[config.mk]
export PLATFORM = sky130hd
export DESIGN_NAME = ternary_simd_arbiter
export DESIGN_NICKNAME = d
export VERILOG_FILES = /design/src/rtl/ternary_simd_arbiter.sv
export SDC_FILE = /design/constraint.sdc
export NUM_CORES = 1
export LEC_CHECK = 0
export CAP_MARGIN = 5
export CELL_PAD_IN_SITES_DETAIL_PLACEMENT = 1
export CELL_PAD_IN_SITES_GLOBAL_PLACEMENT = 1
export CORE_AREA = 2 2 265 267
export CTS_BUF_LIST = sky130_fd_sc_hd__clkbuf_2
export DETAILED_ROUTE_END_ITERATION = 16
export DIE_AREA = 0 0 267 269
export HOLD_SLACK_MARGIN = 0.05
export PLACE_DENSITY = 0.68
export SLEW_MARGIN = 20
export SYNTH_ARGS = -nofsm -noshare
export SYNTH_HDL_FRONTEND = slang
export SYNTH_SLANG_ARGS = --single-unit
[constraint.sdc]
create_clock -name clk -period 3.3 [get_ports clk]
set_input_delay 0.495 -clock clk [delete_from_list [all_inputs] [get_ports clk]]
set_output_delay 0.495 -clock clk [all_outputs]
set_load 0.03 [all_outputs]
[src/rtl/ternary_simd_arbiter.sv]
// ternary_simd_arbiter
// Shares one ternary SIMD unit (2b/trit: 00=-1, 01=0, 10=+1) among NUM_REQ
// requesters. Issue is round-robin. A valid/id tag pipe covers the unit's
// fixed latency. Each result is returned tagged with its requester id
// through a response FIFO.
// Issue is gated by a credit rule: queued entries plus in-flight operations
// must stay below RSP_DEPTH. As a result the FIFO never overflows, even when
// the consumer applies backpressure.
// Optional feature macro: TRIT_CHECK_EN. When defined, illegal trit code
// 2'b11 on the selected operands is replaced by 2'b01 (zero) and the sticky
// trit_err flag is set.

`ifdef TRIT_CHECK_EN
// Per-lane trit sanitiser: flags code 2'b11 and replaces it with zero (2'b01).
module ternary_simd_trit_fix (
  input  logic [1:0] trit_in,
  output logic [1:0] trit_out,
  output logic       illegal
);
  assign illegal  = (trit_in == 2'b11);
  assign trit_out = illegal ? 2'b01 : trit_in;
endmodule
`endif

module ternary_simd_arbiter #(
  parameter  int NUM_REQ   = 4,
  parameter  int LANES     = 27,
  parameter  int SIMD_LAT  = 1,
  parameter  int RSP_DEPTH = 4,
  localparam int W         = 2 * LANES,
  localparam int IDW       = $clog2(NUM_REQ)
) (
  input  logic                 clk,
  input  logic                 reset_n,
  input  logic [NUM_REQ-1:0]   req_valid,
  output logic [NUM_REQ-1:0]   req_ready,
  input  logic [4*NUM_REQ-1:0] req_opcode,
  input  logic [W*NUM_REQ-1:0] req_a,
  input  logic [W*NUM_REQ-1:0] req_b,
  output logic                 simd_valid,
  output logic [3:0]           simd_opcode,
  output logic [W-1:0]         simd_a,
  output logic [W-1:0]         simd_b,
  input  logic [W-1:0]         simd_result,
  output logic                 rsp_valid,
  input  logic                 rsp_ready,
  output logic [IDW-1:0]       rsp_id,
  output logic [W-1:0]         rsp_data,
  output logic                 trit_err
);

  // Pointers carry one extra bit so that full and empty can be told apart.
  localparam int PW = $clog2(RSP_DEPTH);
  localparam int IW = (PW > 0) ? PW : 1;

  typedef struct packed {
    logic [IDW-1:0] id;
    logic [W-1:0]   data;
  } rsp_t;

  // Round-robin state and grant
  logic [IDW-1:0] rr_ptr;
  logic [IDW-1:0] cand;
  logic [IDW-1:0] grant_id;
  logic           grant_any;
  logic [NUM_REQ-1:0] grant;

  // Tag pipe. Index 0 is the issue register (simd_valid cycle). Index
  // SIMD_LAT is the exit stage, which is aligned with simd_result.
  logic [SIMD_LAT:0]          vld_pipe;
  logic [SIMD_LAT:0][IDW-1:0] id_pipe;

  // Response FIFO
  rsp_t        mem [RSP_DEPTH];
  logic [PW:0] wr_ptr, rd_ptr, fifo_count;
  logic [IW-1:0] wr_idx, rd_idx;
  logic        push, pop;

  int   inflight;
  logic can_issue;
  logic xfer;

  logic [W-1:0] sel_a, sel_b, fix_a, fix_b;
  logic [3:0]   sel_op;

  // Search rr_ptr+1, rr_ptr+2, ... modulo NUM_REQ for the first valid requester.
  always_comb begin
    grant     = '0;
    grant_id  = rr_ptr;
    grant_any = 1'b0;
    cand      = '0;
    for (int k = 1; k <= NUM_REQ; k++) begin
      cand = IDW'((int'(rr_ptr) + k) % NUM_REQ);
      if (!grant_any && req_valid[cand]) begin
        grant_any = 1'b1;
        grant_id  = cand;
      end
    end
    if (grant_any) grant[grant_id] = 1'b1;
  end

  // Credit: every operation in the issue or tag stages will eventually occupy a FIFO slot.
  always_comb begin
    inflight = 0;
    for (int k = 0; k <= SIMD_LAT; k++) inflight = inflight + (vld_pipe[k] ? 1 : 0);
  end

  assign fifo_count = wr_ptr - rd_ptr;
  assign can_issue  = (int'(fifo_count) + inflight) < RSP_DEPTH;
  // Holding reset_n low also blocks acceptance, so reset yields no handshakes.
  assign req_ready  = grant & {NUM_REQ{can_issue & reset_n}};
  assign xfer       = grant_any & can_issue & reset_n;

  assign sel_op = req_opcode[int'(grant_id)*4 +: 4];
  assign sel_a  = req_a[int'(grant_id)*W +: W];
  assign sel_b  = req_b[int'(grant_id)*W +: W];

`ifdef TRIT_CHECK_EN
  logic [LANES-1:0] bad_a, bad_b;
  logic             trit_err_q;

  for (genvar l = 0; l < LANES; l++) begin : g_lane
    ternary_simd_trit_fix u_fix_a (
      .trit_in (sel_a[2*l +: 2]),
      .trit_out(fix_a[2*l +: 2]),
      .illegal (bad_a[l])
    );
    ternary_simd_trit_fix u_fix_b (
      .trit_in (sel_b[2*l +: 2]),
      .trit_out(fix_b[2*l +: 2]),
      .illegal (bad_b[l])
    );
  end

  // Sticky flag: any illegal trit in an accepted operand keeps the flag set until reset.
  always_ff @(posedge clk or negedge reset_n) begin
    if (!reset_n)                        trit_err_q <= 1'b0;
    else if (xfer && (|{bad_a, bad_b}))  trit_err_q <= 1'b1;
  end

  assign trit_err = trit_err_q;
`else
  assign fix_a    = sel_a;
  assign fix_b    = sel_b;
  assign trit_err = 1'b0;
`endif

  // Round-robin pointer: it moves to the winner only on an accepted transfer.
  always_ff @(posedge clk or negedge reset_n) begin
    if (!reset_n)  rr_ptr <= IDW'(NUM_REQ - 1);
    else if (xfer) rr_ptr <= grant_id;
  end

  // Issue register plus tag shift pipe. Operand outputs hold their value between issues.
  always_ff @(posedge clk or negedge reset_n) begin
    if (!reset_n) begin
      vld_pipe    <= '0;
      id_pipe     <= '0;
      simd_opcode <= '0;
      simd_a      <= '0;
      simd_b      <= '0;
    end else begin
      vld_pipe[0] <= xfer;
      if (xfer) begin
        id_pipe[0]  <= grant_id;
        simd_opcode <= sel_op;
        simd_a      <= fix_a;
        simd_b      <= fix_b;
      end
      for (int k = 1; k <= SIMD_LAT; k++) begin
        vld_pipe[k] <= vld_pipe[k-1];
        id_pipe[k]  <= id_pipe[k-1];
      end
    end
  end

  assign simd_valid = vld_pipe[0];

  assign push   = vld_pipe[SIMD_LAT];
  assign pop    = rsp_valid & rsp_ready;
  assign wr_idx = IW'(wr_ptr % RSP_DEPTH);
  assign rd_idx = IW'(rd_ptr % RSP_DEPTH);

  // FIFO storage and pointers. The exit tag captures simd_result in the cycle it is valid.
  always_ff @(posedge clk or negedge reset_n) begin
    if (!reset_n) begin
      wr_ptr <= '0;
      rd_ptr <= '0;
      for (int i = 0; i < RSP_DEPTH; i++) mem[i] <= '0;
    end else begin
      if (push) begin
        mem[wr_idx] <= '{id: id_pipe[SIMD_LAT], data: simd_result};
        wr_ptr      <= wr_ptr + 1'b1;
      end
      if (pop) rd_ptr <= rd_ptr + 1'b1;
    end
  end

  assign rsp_valid = (wr_ptr != rd_ptr);
  assign rsp_id    = mem[rd_idx].id;
  assign rsp_data  = mem[rd_idx].data;

endmodule

==> key figures, run 1 <==
Layout
  • Final nets: 3023
  • Register cell area after layout: 8770 um^2
  • Ratio of cells with drive above 1 in the final layout: 23.5%
  • Fin util: 44.9%
  • Final non-filler cell total: 3531
  • Synthesis-to-finish area growth: 74.5%
  • Design area: 31100 um^2
  • Multi-input logic area: 8590 um^2
  • Number of fill cells: 7314

Logic synthesis
  • Syn Inst Count: 1392
  • Yosys top cell area share: 48.9%
  • Post-synthesis sequential area ratio: 49.2%
  • Post-Syn Area: 17800 um^2
  • Syn nets: 1910
  • Synth cell types: 36
  • Async SR Flop Fraction: 100%
  • Most common flop cell mapped by yosys: dfrtp_1
  • Synth area leader: dfrtp_1
  • Ys Warns: 0
  • Largest cells by area after synthesis: dfrtp_1 (49%), mux2_2 (14%), a211oi_1 (9.4%)
  • Post-synth EDFFs: 0
  • Syn Area/Cell: 12.8 um^2
  • Most frequent cell after synthesis: dfrtp_1
  • Number of synthesized register bits: 350
  • Commonest cells post-synth: dfrtp_1 (348), mux2_2 (225), a211oi_1 (224), nor2_1 (123), mux2i_1 (113)

Power
  • Pwr Total: 30400 uW
  • Max IR drop VDD: 0.455 mV
  • Leak Pwr: 0.0125 uW
  • P per Cell Area: 979 nW/um^2

Die
  • Core Area: 69300 um^2
  • Die width: 267 um
  • IO Count: 684
  • Die Y: 269 um
  • Starting density of the core: 25.7%
  • Die area: 71800 um^2
  • Placement Rows: 97

Clocking
  • Sink Count: 350
  • Worst-skew pair later-pin latency: 1.12 ns
  • CTS Root Cell: clkbuf_2
  • Clock Path Buffers: 3
  • CTS Buf Count: 103
  • CTS tree: built
  • Clk pin slew, worst setup/hold paths: 0.11 ns
  • CTS H-tree lvls: 3

Run status
  • Failing checks: negative setup slack
  • Status: complete, but fails checks

Worst setup path
  • Crit Path Max Fanout: 4
  • Critical path capture point type: primary output
  • Slowest cell on the critical path: fa_2
  • Class of the most critical setup path: flop to primary output
  • Critical Path RT: 2.80 ns
  • Worst EP arrival: 2.85 ns
  • CP max stage delay: 0.54 ns
  • CP Launch Type: flop
  • Critical-path cell list: ha_4, fa_2, o211a_4, nand2_8, nor2_4, buf_6

Worst hold path
  • Hold WC Path Type: input pin to asynchronous set/reset pin

Global routing
  • Initial antenna violation count: 21
  • Grt total ovfl: 0
  • GRT Total Usage: 25.1%
  • Largest net degree at the start of global routing: 96
  • First-pass GRT wire length: 133000 um
  • Vias in the first global route: 20400

Timing
  • Post-Route Setup TNS: -0.143 ns
  • Final Cycle Share: 101%
  • Finish-stage setup viols: 4
  • Worst-margin pin slew: 1.02 ns
  • Clk_skew: 0.0986 ns
  • Unrepaired setup endpoints after global routing: yes
  • Minimum clock period after layout: 3.35 ns
  • Max frequency: 0.299 GHz
  • Final slew viol count: 0
  • Max_slew headroom: 32.0%
  • Hold Violations, Final: 0
  • PnR worst setup slack: -0.0461 ns

Drt
  • DRT Wirelength: 92700 um
  • Remaining routing DRC violations: 0
  • Via count: 17900
  • Vias per Instance: 5.06
  • DR iter-0 viols: 910
  • WL/cell: 26.3 um
  • Initial DRT Pass Iterations: 5
  • Antenna Nets Post-Route: 0

Placement
  • Area after DPL: 25800 um^2
  • Placed Cells: 2920
  • DP HPWL: 60300 um
  • Port bufs: 682
  • Routability cong.: 0.879

Run
  • Max-cap violations: 0
-- report_power, final --
| part | internal, uW | switching [uW] |
|---|---|---|
| Combinational | 8780 | 10500 |
| Sequential | 6570 | 1330 |
| Clock | 1240 | 2060 |
| Total | 16600 | 13900 |
-- sequential cells by signal, indices dropped and copies added, names as in the netlist --
| register | flops |
|---|---|
| simd_a | 54 |
| simd_b | 54 |
| mem | 224 |
| wr_ptr | 3 |
| simd_opcode | 4 |
| rr_ptr | 2 |
| id_pipe | 4 |
| rd_ptr | 3 |
| vld_pipe | 2 |
-- path summary, 6_finish.rpt --
| kind | from | end | slack (ns) | cells after the start |
|---|---|---|---|---|
| hold reg to reg | id_pipe[1] | id_pipe[3] | 0.38 | 0 |
| hold / removal | reset_n | mem[56] | 0.19 | 3 |
| setup reg to reg | wr_ptr[0] | simd_a[19] | 0.11 | 10 |
| max in group asynchronous | reset_n | simd_a[29] | 0.92 | 5 |
| min in group clk | req_b[7] | simd_b[7] | 0.22 | 3 |
| setup / recovery | rd_ptr[0] | req_ready[3] | -0.05 | 6 |
-- critical path, delay by kind of cell (launching register included) --
family | cells | cell delay (ns)
flops | 1 | 0.50
fa+ha+maj | 2 | 0.71
simple gates | 2 | 0.22
buf+inv | 1 | 0.15
compound gates | 1 | 0.23
-- per-stage QoR --
step           hold WS (ns)  setup slack [ns]
2_1_floorplan         0.199             0.541
3_3_place_gp          0.361             0.288
3_5_place_dp          0.371             0.219
4_1_cts              0.0512            -0.333
5_1_grt               0.127            -0.273
6_report              0.190           -0.0461
-- cells by family (layout without fill, tap and decap cells) --
group | Yosys count | in the layout | synth area share, %
compound gates | 234 | 234 | 9.81
xor+xnor | 6 | 6 | 0.372
fa+ha+maj | 9 | 9 | 0.674
buf+inv | 144 | 1331 | 3.65
flops | 350 | 350 | 49.2
mux | 394 | 394 | 27.6
other cells | 1 | 12 | 0.0210
simple gates | 254 | 255 | 8.69
-- layout by cell type (no fill, tap or decap), types with 32 or more instances in the layout --
master and count:
clkbuf_2 159, dfrtp_1 346, mux2_2 225, mux2i_1 112, a211oi_1 223, clkdlybuf4s50_1 620
buf_4 42, mux4_2 56, nor4b_1 111, nor2_1 118, dlygate4sd3_1 392, buf_6 32
-- layout make-up --
class	count	area share [%]
clock buffer	151	2.43
sequential	350	28.2
inverter	4	0.0483
timing repair buffer	1147	37.4
multi-input combinational	899	27.6
clock inverter	29	0.438
antenna	11	0.0885
tap	940	3.78
-- routing by layer --
metal | part of all wire (%) | global-route usage [%] | vias up
li1 | - | - | 7639
met1 | 37 | 27.9 | 9102
met2 | 49 | 42.9 | 824
met3 | 6.8 | 6.50 | 276
met4 | 6.5 | 15.7 | 12
met5 | 0.088 | 0 | -
-- what timing repair did --
item                                    in CTS  in global routing
endpoints found under the setup margin      61                 50
gates resized for setup                    278                 79
hold buffers                               392                  0
buffers inserted                            13                  6
pin swaps                                    7                  3
gates cloned                                 6                  4
endpoints found under the hold margin      555                  0
Note: power is estimated with default switching activity, not from simulation.
==> run 2, diff against run 1 <==
==> constraint.sdc (replaced) <==
create_clock -name clk -period 3.9 [get_ports clk]
set_input_delay 0.585 -clock clk [delete_from_list [all_inputs] [get_ports clk]]
set_output_delay 0.585 -clock clk [all_outputs]
set_load 0.03 [all_outputs]
==> run 2 against run 1 <==
  * The run now ends clean
  * Die area unchanged
  * Sequential cell count unchanged
  * Total power down 19%
  * Combinational power down 21%
  * Critical endpoint is now simd_a[18]
  * Largest power group unchanged
  * Wire length down 8.4%
  * Clock-buffer cell count up 8
  * Utilization down 3.4 points
  * Sequential share of layout area up 2.3 points
==> key figures, run 2 (synthesis gave the netlist of run 1 again) <==
Run status
  • Status: finished, final reports clean

Die
  • Die area: 71800 um^2
  • Starting density of the core: 25.7%
  • Core Area: 69300 um^2
  • Die Y: 269 um
  • Die width: 267 um
  • Placement Rows: 97
  • IO Count: 684

Timing
  • Hold Violations, Final: 0
  • Finish-stage setup viols: 0
  • Minimum clock period after layout: 3.66 ns
  • PnR worst setup slack: 0.241 ns
  • Max_slew headroom: 36.8%
  • Final Cycle Share: 93.8%
  • Max frequency: 0.273 GHz
  • Worst-margin pin slew: 0.948 ns
  • Clk_skew: 0.119 ns
  • Unrepaired setup endpoints after global routing: no
  • Post-Route Setup TNS: 0 ns
  • Final slew viol count: 0

Layout
  • Design area: 28800 um^2
  • Most frequent cells in the layout: clkdlybuf4s50_1 (651), dfrtp_1 (346), mux2_2 (225)
  • Ratio of cells with drive above 1 in the final layout: 22.0%
  • Synthesis-to-finish area growth: 61.4%
  • Most common cell after layout, fill and taps aside: clkdlybuf4s50_1
  • Final non-filler cell total: 3300
  • Top Registers: mem x224, simd_a x54, simd_b x54
  • Biggest register: mem
  • Final nets: 2794
  • Max reg flops: 224
  • Number of fill cells: 7398

Worst setup path
  • CP Launch Type: flop
  • R2R depth: 9
  • Crit Path Max Fanout: 32
  • Critical Path RT: 4.90 ns
  • Class of the most critical setup path: flop to flop
  • R2R Setup Slk: 0.24 ns
  • Setup crit start: rr_ptr[1]
  • Worst r2r src: rr_ptr[1]
  • Worst r2r dst: simd_a[18]
  • Worst EP arrival: 4.66 ns
  • Worst setup endpoint: simd_a[18]
  • Critical path capture point type: flop

Placement
  • Placed Cells: 2905
  • Pre-CTS setup slack: 0.374 ns
  • Area after DPL: 25700 um^2
  • DP HPWL: 59800 um
  • Port bufs: 682
  • Routability cong.: 0.876

Clocking
  • CTS Root Cell: clkbuf_2
  • Clock Path Buffers: 3
  • CTS H-tree lvls: 3
  • Clk pin slew, worst setup/hold paths: 0.10 ns
  • Worst-skew pair later-pin latency: 1.13 ns
  • Sink Count: 350
  • CTS Buf Count: 102
  • CTS tree: built

Drt
  • DR iter-0 viols: 735
  • DRT Wirelength: 85000 um
  • Remaining routing DRC violations: 0
  • Via count: 16400
  • Vias per Instance: 4.98
  • WL/cell: 25.8 um
  • Antenna Nets Post-Route: 0
  • Initial DRT Pass Iterations: 5

Power
  • Leak Pwr: 0.0114 uW
  • Pwr Total: 24700 uW
  • Max IR drop VDD: 0.438 mV
  • P per Cell Area: 859 nW/um^2

Global routing
  • Grt total ovfl: 0
  • Initial antenna violation count: 18
  • Vias in the first global route: 18300
  • GRT Total Usage: 23.3%
  • First-pass GRT wire length: 123000 um
  • Largest net degree at the start of global routing: 161

Run
  • Max-cap violations: 0

Worst hold path
  • Hold WC Path Type: input pin to flop
run 2: cell count changes in the layout (fill, tap and decap cells not counted), sizes merged, moves of 3 or more:
| cell | delta |
|---|---|
| buf | -78 |
| clkbuf | -3 |
| clkdlybuf4s50 | +31 |
| clkinv | -5 |
| diode | -3 |
| dlygate4sd2 | +23 |
| dlygate4sd3 | -197 |
| dlymetal6s2s | +3 |
| inv | -3 |
run 2: area by class of cell:
type | count | area [um^2] | share of cell area [%]
antenna | 8 | 20.0 | 0.0696
clock buffer | 159 | 796 | 2.77
inverter | 4 | 15.0 | 0.0522
timing repair buffer | 918 | 9300 | 32.3
clock inverter | 21 | 149 | 0.517
tap | 940 | 1180 | 4.09
multi-input combinational | 900 | 8550 | 29.7
sequential | 350 | 8770 | 30.5
run 2: layer usage:
metal  GRT usage [%]  wire length (um)
met5               0                71
met4            10.9              4110
met3            6.32              5980
met2            40.7             42600
met1            26.5             32200
run 2: timing repair:
| action | 4_1_cts | 5_1_grt |
|---|---|---|
| hold endpoints to repair | 478 | 1 |
| buffers inserted | 8 | 0 |
| pin swaps | 2 | 1 |
| hold buffers | 195 | 1 |
| gates resized for setup | 35 | 4 |
| endpoints found under the setup margin | 61 | 7 |
| gates cloned | 3 | 0 |
run 2: worst min-delay path by stage:
stage               slack, ns        from  cells after the start         end
floorplan                0.29     reset_n                      0  id_pipe[0]
global placement         0.36  id_pipe[1]                      0  id_pipe[3]
finish                   0.20    req_a[8]                      3   simd_a[8]
detailed placement       0.37  id_pipe[1]                      0  id_pipe[3]
global route             0.08    req_a[8]                      3   simd_a[8]
CTS                      0.05   req_b[91]                      3  simd_b[37]
run 2: critical path, stage by stage (launching register included):
cell and delay [ns]:
dfstp_2 0.62, mux2i_1 0.31, nor2_4 0.10, nor3_2 0.35, buf_12 0.31, buf_12 0.28, mux2i_1 0.10, dlygate4sd3_1 0.57
a211oi_1 0.30, dlygate4sd3_1 0.60
run 2: power breakdown:
| part | switching, uW | leakage [uW] | internal (uW) | total, uW |
|---|---|---|---|---|
| logic | 8260 | 0.00666 | 6840 | 15100 |
| registers | 1110 | 0.00400 | 5560 | 6670 |
| clock network | 1720 | 0.000732 | 1210 | 2940 |
run 2: through the flow:
| step | hold WS [ns] | util, % |
|---|---|---|
| after floorplan | 0.289 | - |
| after global placement | 0.360 | 37.1 |
| after detailed placement | 0.370 | 37.1 |
| after CTS | 0.0516 | 41.5 |
| after global routing | 0.0778 | 41.5 |
| final | 0.201 | 41.5 |
